File: src/rtl/ifetch_pkg.sv
// Shared widths, the prefetch entry type and the default reset PC for the
// instruction-fetch front end.
package ifetch_pkg;

    localparam int unsigned ADDR_W  = 16;
    localparam int unsigned INSTR_W = 16;

    localparam logic [ADDR_W-1:0] RESET_PC_DEFAULT = 16'h0000;

    typedef struct packed {
        logic [ADDR_W-1:0]  pc;
        logic [INSTR_W-1:0] instr;
    } fetch_entry_t;

endpackage

File: src/rtl/ifetch_prefetch_if.sv
// Bus bundle between the fetch unit, memory port A and the decode stage.
// master = fetch unit side, slave = memory/decode/control side.
interface ifetch_prefetch_if;
    import ifetch_pkg::*;

    logic [ADDR_W-1:0]  mem_addr;
    logic               mem_we;
    logic [INSTR_W-1:0] mem_rdata;
    logic               fetch_en;
    logic               redirect_valid;
    logic [ADDR_W-1:0]  redirect_pc;
    logic               instr_valid;
    logic [INSTR_W-1:0] instr;
    logic [ADDR_W-1:0]  instr_pc;
    logic               instr_ready;

    modport master (
        output mem_addr, mem_we, instr_valid, instr, instr_pc,
        input  mem_rdata, fetch_en, redirect_valid, redirect_pc, instr_ready
    );

    modport slave (
        input  mem_addr, mem_we, instr_valid, instr, instr_pc,
        output mem_rdata, fetch_en, redirect_valid, redirect_pc, instr_ready
    );

endinterface

File: src/rtl/ifetch_fifo.sv
// DEPTH-entry synchronous FIFO of fetch entries with flush; flush overrides
// push and pop in the same cycle.
module ifetch_fifo
    import ifetch_pkg::*;
#(
    parameter int unsigned DEPTH = 4
) (
    input  logic                   clk,
    input  logic                   rstz,
    input  logic                   push,
    input  logic                   pop,
    input  logic                   flush,
    input  fetch_entry_t           wdata,
    output fetch_entry_t           rdata,
    output logic [$clog2(DEPTH):0] count,
    output logic                   full,
    output logic                   empty
);

    localparam int unsigned AW = $clog2(DEPTH);
    localparam int unsigned CW = AW + 1;

    fetch_entry_t    entries [DEPTH];
    logic [AW-1:0]   wr_ptr;
    logic [AW-1:0]   rd_ptr;

    always_ff @(posedge clk or negedge rstz) begin
        if (!rstz) begin
            wr_ptr <= '0;
            rd_ptr <= '0;
            count  <= '0;
        end else if (flush) begin
            wr_ptr <= '0;
            rd_ptr <= '0;
            count  <= '0;
        end else begin
            if (push) wr_ptr <= wr_ptr + AW'(1);
            if (pop)  rd_ptr <= rd_ptr + AW'(1);
            case ({push, pop})
                2'b10:   count <= count + CW'(1);
                2'b01:   count <= count - CW'(1);
                default: count <= count;
            endcase
        end
    end

    always_ff @(posedge clk) begin
        if (push && !flush) entries[wr_ptr] <= wdata;
    end

    assign rdata = entries[rd_ptr];
    assign full  = (count == CW'(DEPTH));
    assign empty = (count == '0);

endmodule

File: src/rtl/ifetch_prefetch.sv
// Instruction-fetch front end: fetch PC, prefetch FIFO, redirect flush.
// Optional macro IFETCH_BYPASS_EN gives zero-latency delivery on an empty FIFO.
module ifetch_prefetch
    import ifetch_pkg::*;
#(
    parameter int unsigned       DEPTH    = 4,
    parameter logic [ADDR_W-1:0] RESET_PC = RESET_PC_DEFAULT,
    parameter int unsigned       PC_STEP  = 2
) (
    input  logic                clk,
    input  logic                rstz,
    ifetch_prefetch_if.master   bus
);

    localparam int unsigned CW = $clog2(DEPTH) + 1;

    logic [ADDR_W-1:0] fpc;
    logic              pop_fifo;
    logic              push;
    logic              push_fifo;
    logic              out_valid;
    fetch_entry_t      out_entry;
    fetch_entry_t      head;
    logic [CW-1:0]     count;
    logic              full;
    logic              empty;

    ifetch_fifo #(
        .DEPTH (DEPTH)
    ) u_fifo (
        .clk   (clk),
        .rstz  (rstz),
        .push  (push_fifo),
        .pop   (pop_fifo),
        .flush (bus.redirect_valid),
        .wdata ('{pc: fpc, instr: bus.mem_rdata}),
        .rdata (head),
        .count (count),
        .full  (full),
        .empty (empty)
    );

    always_comb begin
        pop_fifo  = !empty && bus.instr_ready;
        // A pop frees a slot this cycle, so a full FIFO can still accept.
        push      = bus.fetch_en && !bus.redirect_valid && (!full || pop_fifo);
        push_fifo = push;
        out_valid = !empty;
        out_entry = empty ? '0 : head;
`ifdef IFETCH_BYPASS_EN
        if (empty && bus.fetch_en && !bus.redirect_valid && bus.instr_ready) begin
            push_fifo = 1'b0;
            out_valid = 1'b1;
            out_entry = '{pc: fpc, instr: bus.mem_rdata};
        end
`endif
    end

    always_ff @(posedge clk or negedge rstz) begin
        if (!rstz) begin
            fpc <= RESET_PC;
        end else if (bus.redirect_valid) begin
            fpc <= bus.redirect_pc;
        end else if (push) begin
            fpc <= fpc + ADDR_W'(PC_STEP);
        end
    end

    assign bus.mem_addr    = fpc;
    assign bus.mem_we      = 1'b0;
    assign bus.instr_valid = out_valid;
    assign bus.instr       = out_entry.instr;
    assign bus.instr_pc    = out_entry.pc;

    count_bound: assert property (@(posedge clk) disable iff (!rstz) count <= CW'(DEPTH));

endmodule
File: src/flat_wrapper.sv
// flat-port wrapper written by rule: the top's interface ports become plain ports
module ifetch_prefetch_flat import ifetch_pkg::*;
#(
    parameter int unsigned       DEPTH    = 4,
    parameter logic [ADDR_W-1:0] RESET_PC = RESET_PC_DEFAULT,
    parameter int unsigned       PC_STEP  = 2
)
  (clk, rstz, bus_mem_addr, bus_mem_we, bus_instr_valid, bus_instr, bus_instr_pc, bus_mem_rdata, bus_fetch_en, bus_redirect_valid, bus_redirect_pc, bus_instr_ready);
  ifetch_prefetch_if bus_i ();
  input  logic clk;
  input  logic rstz;
  output wire logic [$bits(bus_i.mem_addr)-1:0] bus_mem_addr;
  output wire logic [$bits(bus_i.mem_we)-1:0] bus_mem_we;
  output wire logic [$bits(bus_i.instr_valid)-1:0] bus_instr_valid;
  output wire logic [$bits(bus_i.instr)-1:0] bus_instr;
  output wire logic [$bits(bus_i.instr_pc)-1:0] bus_instr_pc;
  input wire logic [$bits(bus_i.mem_rdata)-1:0] bus_mem_rdata;
  input wire logic [$bits(bus_i.fetch_en)-1:0] bus_fetch_en;
  input wire logic [$bits(bus_i.redirect_valid)-1:0] bus_redirect_valid;
  input wire logic [$bits(bus_i.redirect_pc)-1:0] bus_redirect_pc;
  input wire logic [$bits(bus_i.instr_ready)-1:0] bus_instr_ready;
  assign bus_mem_addr = bus_i.mem_addr;
  assign bus_mem_we = bus_i.mem_we;
  assign bus_instr_valid = bus_i.instr_valid;
  assign bus_instr = bus_i.instr;
  assign bus_instr_pc = bus_i.instr_pc;
  assign bus_i.mem_rdata = bus_mem_rdata;
  assign bus_i.fetch_en = bus_fetch_en;
  assign bus_i.redirect_valid = bus_redirect_valid;
  assign bus_i.redirect_pc = bus_redirect_pc;
  assign bus_i.instr_ready = bus_instr_ready;
  ifetch_prefetch #(.DEPTH(DEPTH), .RESET_PC(RESET_PC), .PC_STEP(PC_STEP)) u_core (.clk(clk), .rstz(rstz), .bus(bus_i));
endmodule
File: config.mk
export PLATFORM = sky130hd
export DESIGN_NAME = ifetch_prefetch_flat
export DESIGN_NICKNAME = d
export VERILOG_FILES = /design/src/rtl/ifetch_pkg.sv /design/src/rtl/ifetch_prefetch_if.sv /design/src/rtl/ifetch_fifo.sv /design/src/rtl/ifetch_prefetch.sv /design/src/flat_wrapper.sv
export SDC_FILE = /design/constraint.sdc
export NUM_CORES = 1
export LEC_CHECK = 0
export CORE_AREA = 4 4 97 122
export CTS_CLUSTER_SIZE = 8
export DETAILED_ROUTE_END_ITERATION = 6
export DIE_AREA = 0 0 101 126
export GPL_TIMING_DRIVEN = 0
export PLACE_DENSITY = 0.93
export SETUP_SLACK_MARGIN = 0.1
export SYNTH_ARGS = -nofsm -noshare
export SYNTH_HDL_FRONTEND = slang
export SYNTH_SLANG_ARGS = --single-unit
File: constraint.sdc
create_clock -name clk -period 4.8 [get_ports clk]
set_clock_uncertainty 0.05 [all_clocks]
set_input_delay 0.96 -clock clk [delete_from_list [all_inputs] [get_ports clk]]
set_output_delay 0.96 -clock clk [all_outputs]
set_load 0.005 [all_outputs]
==> impl_metrics.tcl, run 1 <==
set metrics [dict create \
    status "completed" \
    post_drt_wl_per_cell_um 22.1 \
    grt_pass1_vias 3850 \
    syn_nets 403 \
    finalHoldViolations 0 \
    hold_class "flip-flop to flip-flop" \
    synthDistinctLibCells 45 \
    clock.fmax_mhz 276 \
    gr-usage-all-layers_pct 22.8 \
    cp_common_cell "clkbuf_1" \
    grt_pass1_wl_um 21300 \
    worstPathArrival_ns 2.61 \
    num_rows 42 \
    ys_warn_count 0 \
    cts_tree "built" \
    synthTopCellsByArea "edfxtp_1 62%, mux4_2 12%, dfrtp_1 9.2%" \
    crit_chain "clkbuf_1 > clkbuf_1 > mux4_2 > and2_1 > clkdlybuf4s50_1" \
    grt_overflow_total 0 \
    finalSetupViolCount 0 \
    routed_wirelength_um 13400 \
    seq_area_sq_um 4420 \
    ys.flop_type "edfxtp_1" \
    ant_nets 0 \
    syn_inst 360 \
    postCtsSetupBuffers 0 \
    synth_area_sq_um 6240 \
    min_period_ns 3.62 \
    nNetsFinal 507 \
    power_density_nw_per_um2 418 \
    avgViaCountPerCell 6.12 \
    cp-start-kind "flip-flop" \
    numCtsBuffers 17 \
    die_w_um 101 \
    initial_core_util_pct 59.1 \
    drive_gt1_share_pct 15.4 \
    clock-sinks 151 \
    cp.required_ns 3.79 \
    crit_path_end_kind "output pin" \
    dr.pass1.iters 5 \
    power.total_mw 3.25 \
    path_class "flip-flop to output pin" \
    critPathMaxFanout 10 \
    root_buffer "clkbuf_16" \
    placed_cells 577 \
    grt_max_degree 33 \
    clkLatencyLatePin_ns 0.42 \
    finalSetupTns_ns 0 \
    fillers 597 \
    syn2layout_area_growth_pct 24.8 \
    ctsResizeCount 0 \
    diodes 0 \
    async_reset_ff_share_pct 15.2 \
    post-route-period-util_pct 75.4 \
    yosysTopAreaCellShare_pct 61.6 \
    vias 3715 \
    slew_headroom_pct 25.1 \
    worst_pin_slew_ns 1.12 \
    finalMaxSlewViolations 0 \
    hold_slack_ns 0.491 \
    routabilityCongestion 0.883 \
    multi_input_comb_area_sq_um 1700 \
    maxCapViolCount 0 \
    boundaryPins 87 \
    ys_seq_area_share_pct 70.8 \
    avgSynthCellArea_sq_um 17.3 \
    synth_edf_count 128 \
    fin_cells 607 \
    h-tree-depth 4 \
    cts_max_path_buffers 2 \
    cts_hold_buf 0 \
    dp_hpwl_um 8530 \
    p_leak_nw 2.68 \
    die-area_sq_um 12700 \
    coreArea_sq_um 10600 \
    dieHeight_um 126 \
    drtIter0Drc 216 \
    io_buffers 85 \
    crit_path_top_delay_cell "clkbuf_1" \
    finish.utilization_pct 73.7 \
    drc_errors 0 \
    ys_ff_latch 151 \
    clk_pin_slew_ns 0.05 \
    synth_top_cell_by_area "edfxtp_1" \
    irDropWorstVdd_uv 307 \
    max_stage_delay_ns 0.53 \
    rsz0062_at_grt "false" \
    grt_antenna_before_repair 0 \
]
[cell type report]
class,instances,share of cell area (%)
clock inverters,6,0.691
inverters,7,0.337
flip-flops and latches,151,56.7
well taps,132,2.12
plain buffers,20,1.24
multi-input cells,182,21.9
repair buffers,85,10.9
clock buffers,24,6.06
[registers in the layout (all words and copies together) (netlist names)]
register	cells
u_core.bus.mem_addr	16
u_core.u_fifo.rd_ptr	2
u_core.u_fifo.count	3
u_core.u_fifo.entries	128
u_core.u_fifo.wr_ptr	2
[kinds of logic after synthesis]
logic type / Yosys count / synth area share [%]
adder cells (fa/ha/maj): 6 / 1.32
buffers and inverters: 27 / 1.96
AO/OA/AOI/OAI: 37 / 4.49
XOR/XNOR: 2 / 0.281
other: 1 / 0.0601
multiplexers: 35 / 12.1
AND/OR/NAND/NOR: 101 / 9.00
flip-flops: 151 / 70.8
[metrics by stage]
| stage | worst slack (ns) | cell area, sq um |
|---|---|---|
| final | 1.18 | 7790 |
| after global routing | 1.04 | 7790 |
| after CTS | 1.15 | 7790 |
| after detailed placement | 1.56 | 7260 |
| after global placement | 1.13 | 7260 |
| after floorplan | 2.17 | 6240 |
[routing by layer]
| metal | routed length [um] | GRT usage (%) | vias to the layer above | part of all wire [%] |
|---|---|---|---|---|
| met4 | 368 | 9.62 | 0 | 2.7 |
| met5 | 0 | 0 | - | 0 |
| met3 | 1090 | 6.36 | 31 | 8.1 |
| met1 | 4880 | 27.4 | 1846 | 36 |
| li1 | - | - | 1632 | - |
| met2 | 7080 | 38.5 | 206 | 53 |
[final timing paths]
path	end	startpoint	cells past startpoint	slack, ns
max	bus_instr_pc[7]	u_core.u_fifo.rd_ptr[1]	5	1.18
min	u_core.u_fifo.entries[1][16]	u_core.bus.mem_addr[0]	0	0.49
max reg2reg	u_core.u_fifo.count[2]	u_core.u_fifo.count[2]	6	2.23
min reg2reg	u_core.u_fifo.entries[1][16]	u_core.bus.mem_addr[0]	0	0.49
max in group asynchronous	u_core.bus.mem_addr[12]	rstz	1	2.93
min in group asynchronous	u_core.bus.mem_addr[6]	rstz	1	1.10
[cell usage in the layout (no fill, tap or decap), types with 10 or more instances in the layout]
cell type and count:
nand2_1 16, clkbuf_1 17, clkbuf_16 17, clkdlybuf4s50_1 85, nand3_1 10, mux4_2 32
and2_1 33, edfxtp_1 128, nor2_1 13, dfrtp_1 23
[worst max-delay path: cells and delay by family (launching register included)]
family                 cells  cell delay, ns
buffers and inverters      3            1.26
flip-flops                 1            0.32
multiplexers               1            0.41
AND/OR/NAND/NOR            1            0.20
[synth_stat cells, drive strengths merged, types with 4 or more instances]
library cell	count
a21oi	4
a221o	5
a22oi	5
and2	34
and3	7
buf	8
clkbuf	12
dfrtp	23
edfxtp	128
ha	5
inv	7
mux4	32
nand2	16
nand3	10
nor2	13
nor3	4
o211ai	6
[report_power, final]
part | internal [mW] | switching [mW] | total (mW)
Combinational | 0.295 | 0.218 | 0.513
Sequential | 1.50 | 0.0568 | 1.55
Clock | 0.728 | 0.459 | 1.19
(Power assumes the default switching activity.)
==> run 2, diff against run 1 <==
Settings changed: CORE_AREA 4 4 97 122 to 4 4 102 128, DIE_AREA 0 0 101 126 to 0 0 106 132, PLACE_DENSITY 0.93 to 0.86.
Clock period 4.8 ns to 3.55 ns, I/O delays scaled along.
==> impl_metrics.tcl, run 2 (synthesis results as in run 1) <==
set metrics [dict create \
    status "completed" \
    cts_max_path_buffers 2 \
    avgViaCountPerCell 5.76 \
    dp_hpwl_um 8210 \
    crit_family "buffers and inverters" \
    finalSetupTns_ns 0 \
    vias 3689 \
    max_stage_delay_ns 0.56 \
    mostFrequentLayoutCell "edfxtp_1" \
    num_rows 45 \
    initial_core_util_pct 52.3 \
    cts_tree "built" \
    reg2reg_depth 6 \
    postCtsSetupBuffers 0 \
    cp-start-kind "flip-flop" \
    clock-sinks 151 \
    power_density_nw_per_um2 571 \
    root_buffer "clkbuf_16" \
    p_leak_nw 2.71 \
    largest_reg_flops 128 \
    cp_common_cell "buf_2" \
    crit_path_top_delay_cell "mux4_2" \
    reg2reg_to "u_core.u_fifo.count[2]" \
    grt_pass1_vias 3866 \
    multi_input_comb_area_sq_um 1700 \
    h-tree-depth 4 \
    maxCapViolCount 0 \
    drive_gt1_share_pct 16.6 \
    critPathMaxFanout 10 \
    regMostFlops "u_core.u_fifo.entries" \
    clk_pin_slew_ns 0.06 \
    cts_hold_buf 0 \
    finalMaxSlewViolations 0 \
    clkLatencyLatePin_ns 0.41 \
    clock.fmax_mhz 303 \
    path_class "flip-flop to output pin" \
    worstPathArrival_ns 2.55 \
    drc_errors 0 \
    path_buf_inv 3 \
    critPathLaunch "u_core.u_fifo.rd_ptr[0]" \
    post_drt_wl_per_cell_um 20.5 \
    min_period_ns 3.31 \
    io_buffers 85 \
    routed_wirelength_um 13100 \
    routabilityCongestion 0.865 \
    grt_pass1_wl_um 20800 \
    ant_nets 0 \
    cp.required_ns 2.79 \
    hold_class "flip-flop to flip-flop" \
    drtIter0Drc 286 \
    post-route-period-util_pct 93.1 \
    worst_pin_slew_ns 1.09 \
    dr.pass1.iters 5 \
    seq_area_sq_um 4420 \
    grt_antenna_before_repair 0 \
    finalSetupViolCount 0 \
    crit_chain "buf_2 > buf_2 > mux4_2 > and2_1 > clkdlybuf4s50_1" \
    dieHeight_um 132 \
    boundaryPins 87 \
    fin_cells 641 \
    hold_slack_ns 0.511 \
    coreArea_sq_um 11900 \
    grt_max_degree 33 \
    endpoint "bus_instr_pc[13]" \
    path_depth 5 \
    layout_common_cells "128 x edfxtp_1, 85 x clkdlybuf4s50_1, 33 x and2_1, 32 x mux4_2, 23 x dfrtp_1" \
    r2r_slack_ns 1.15 \
    nNetsFinal 507 \
    finalHoldViolations 0 \
    gr-usage-all-layers_pct 19.6 \
    holdCritStartpoint "u_core.u_fifo.wr_ptr[0]" \
    crit_path_end_kind "output pin" \
    numCtsBuffers 17 \
    r2r-start "u_core.u_fifo.count[0]" \
    slew_headroom_pct 27.4 \
    ctsResizeCount 0 \
    placed_cells 609 \
    syn2layout_area_growth_pct 26.2 \
    irDropWorstVdd_uv 280 \
    grt_overflow_total 0 \
    diodes 0 \
    die_w_um 106 \
    power.total_mw 4.49 \
    finish.utilization_pct 66.0 \
    die-area_sq_um 14000 \
    fillers 798 \
    rsz0062_at_grt "false" \
]
-- run 2: how the worst min path moves through the flow --
| stage | to | slack, ns | cells past startpoint |
|---|---|---|---|
| after floorplan | u_core.bus.mem_addr[0] | 0.36 | 0 |
| after detailed placement | u_core.u_fifo.entries[2][16] | 0.48 | 0 |
| after global placement | u_core.u_fifo.entries[3][16] | 0.47 | 0 |
| final | u_core.u_fifo.wr_ptr[0] | 0.51 | 1 |
| after CTS | u_core.u_fifo.entries[2][16] | 0.51 | 0 |
| after global routing | u_core.u_fifo.entries[1][16] | 0.53 | 0 |
-- run 2: layout make-up --
cell class                      count  share of cell area (%)
Sequential cell                   151                    56.1
Tap cell                          164                    2.61
Clock buffer                       23                    5.94
Buffer                             20                    1.30
Clock inverter                      9                    1.27
Timing Repair Buffer               85                    10.8
Multi-Input combinational cell    182                    21.6
Inverter                            7                   0.334
-- run 2: power breakdown --
group / internal, mW / switching (mW)
logic: 0.400 / 0.287
registers: 2.02 / 0.0759
clock network: 1.06 / 0.645
-- run 2: through the flow --
stage	setup WS, ns	instance area (sq um)
6_report	0.245	7880
3_5_place_dp	0.577	7300
2_1_floorplan	1.17	6240
4_1_cts	0.162	7870
3_3_place_gp	0.118	7300
5_1_grt	0.104	7880
-- run 2: per-layer routing --
| layer | global-route usage [%] | part of all wire (%) |
|---|---|---|
| met5 | 0 | 0 |
| met3 | 5.68 | 6.6 |
| met1 | 22.8 | 38 |
| met2 | 34.4 | 54 |
| met4 | 7.13 | 1.8 |
-- run 2: worst reg2reg max path, cell delays in order, from the launching register on --
cell and delay, ns:
dfrtp_1 0.46, o31ai_1 0.68, nor2_1 0.15, fa_1 0.41
nor3_1 0.17, a31oi_1 0.06, mux2_2 0.30
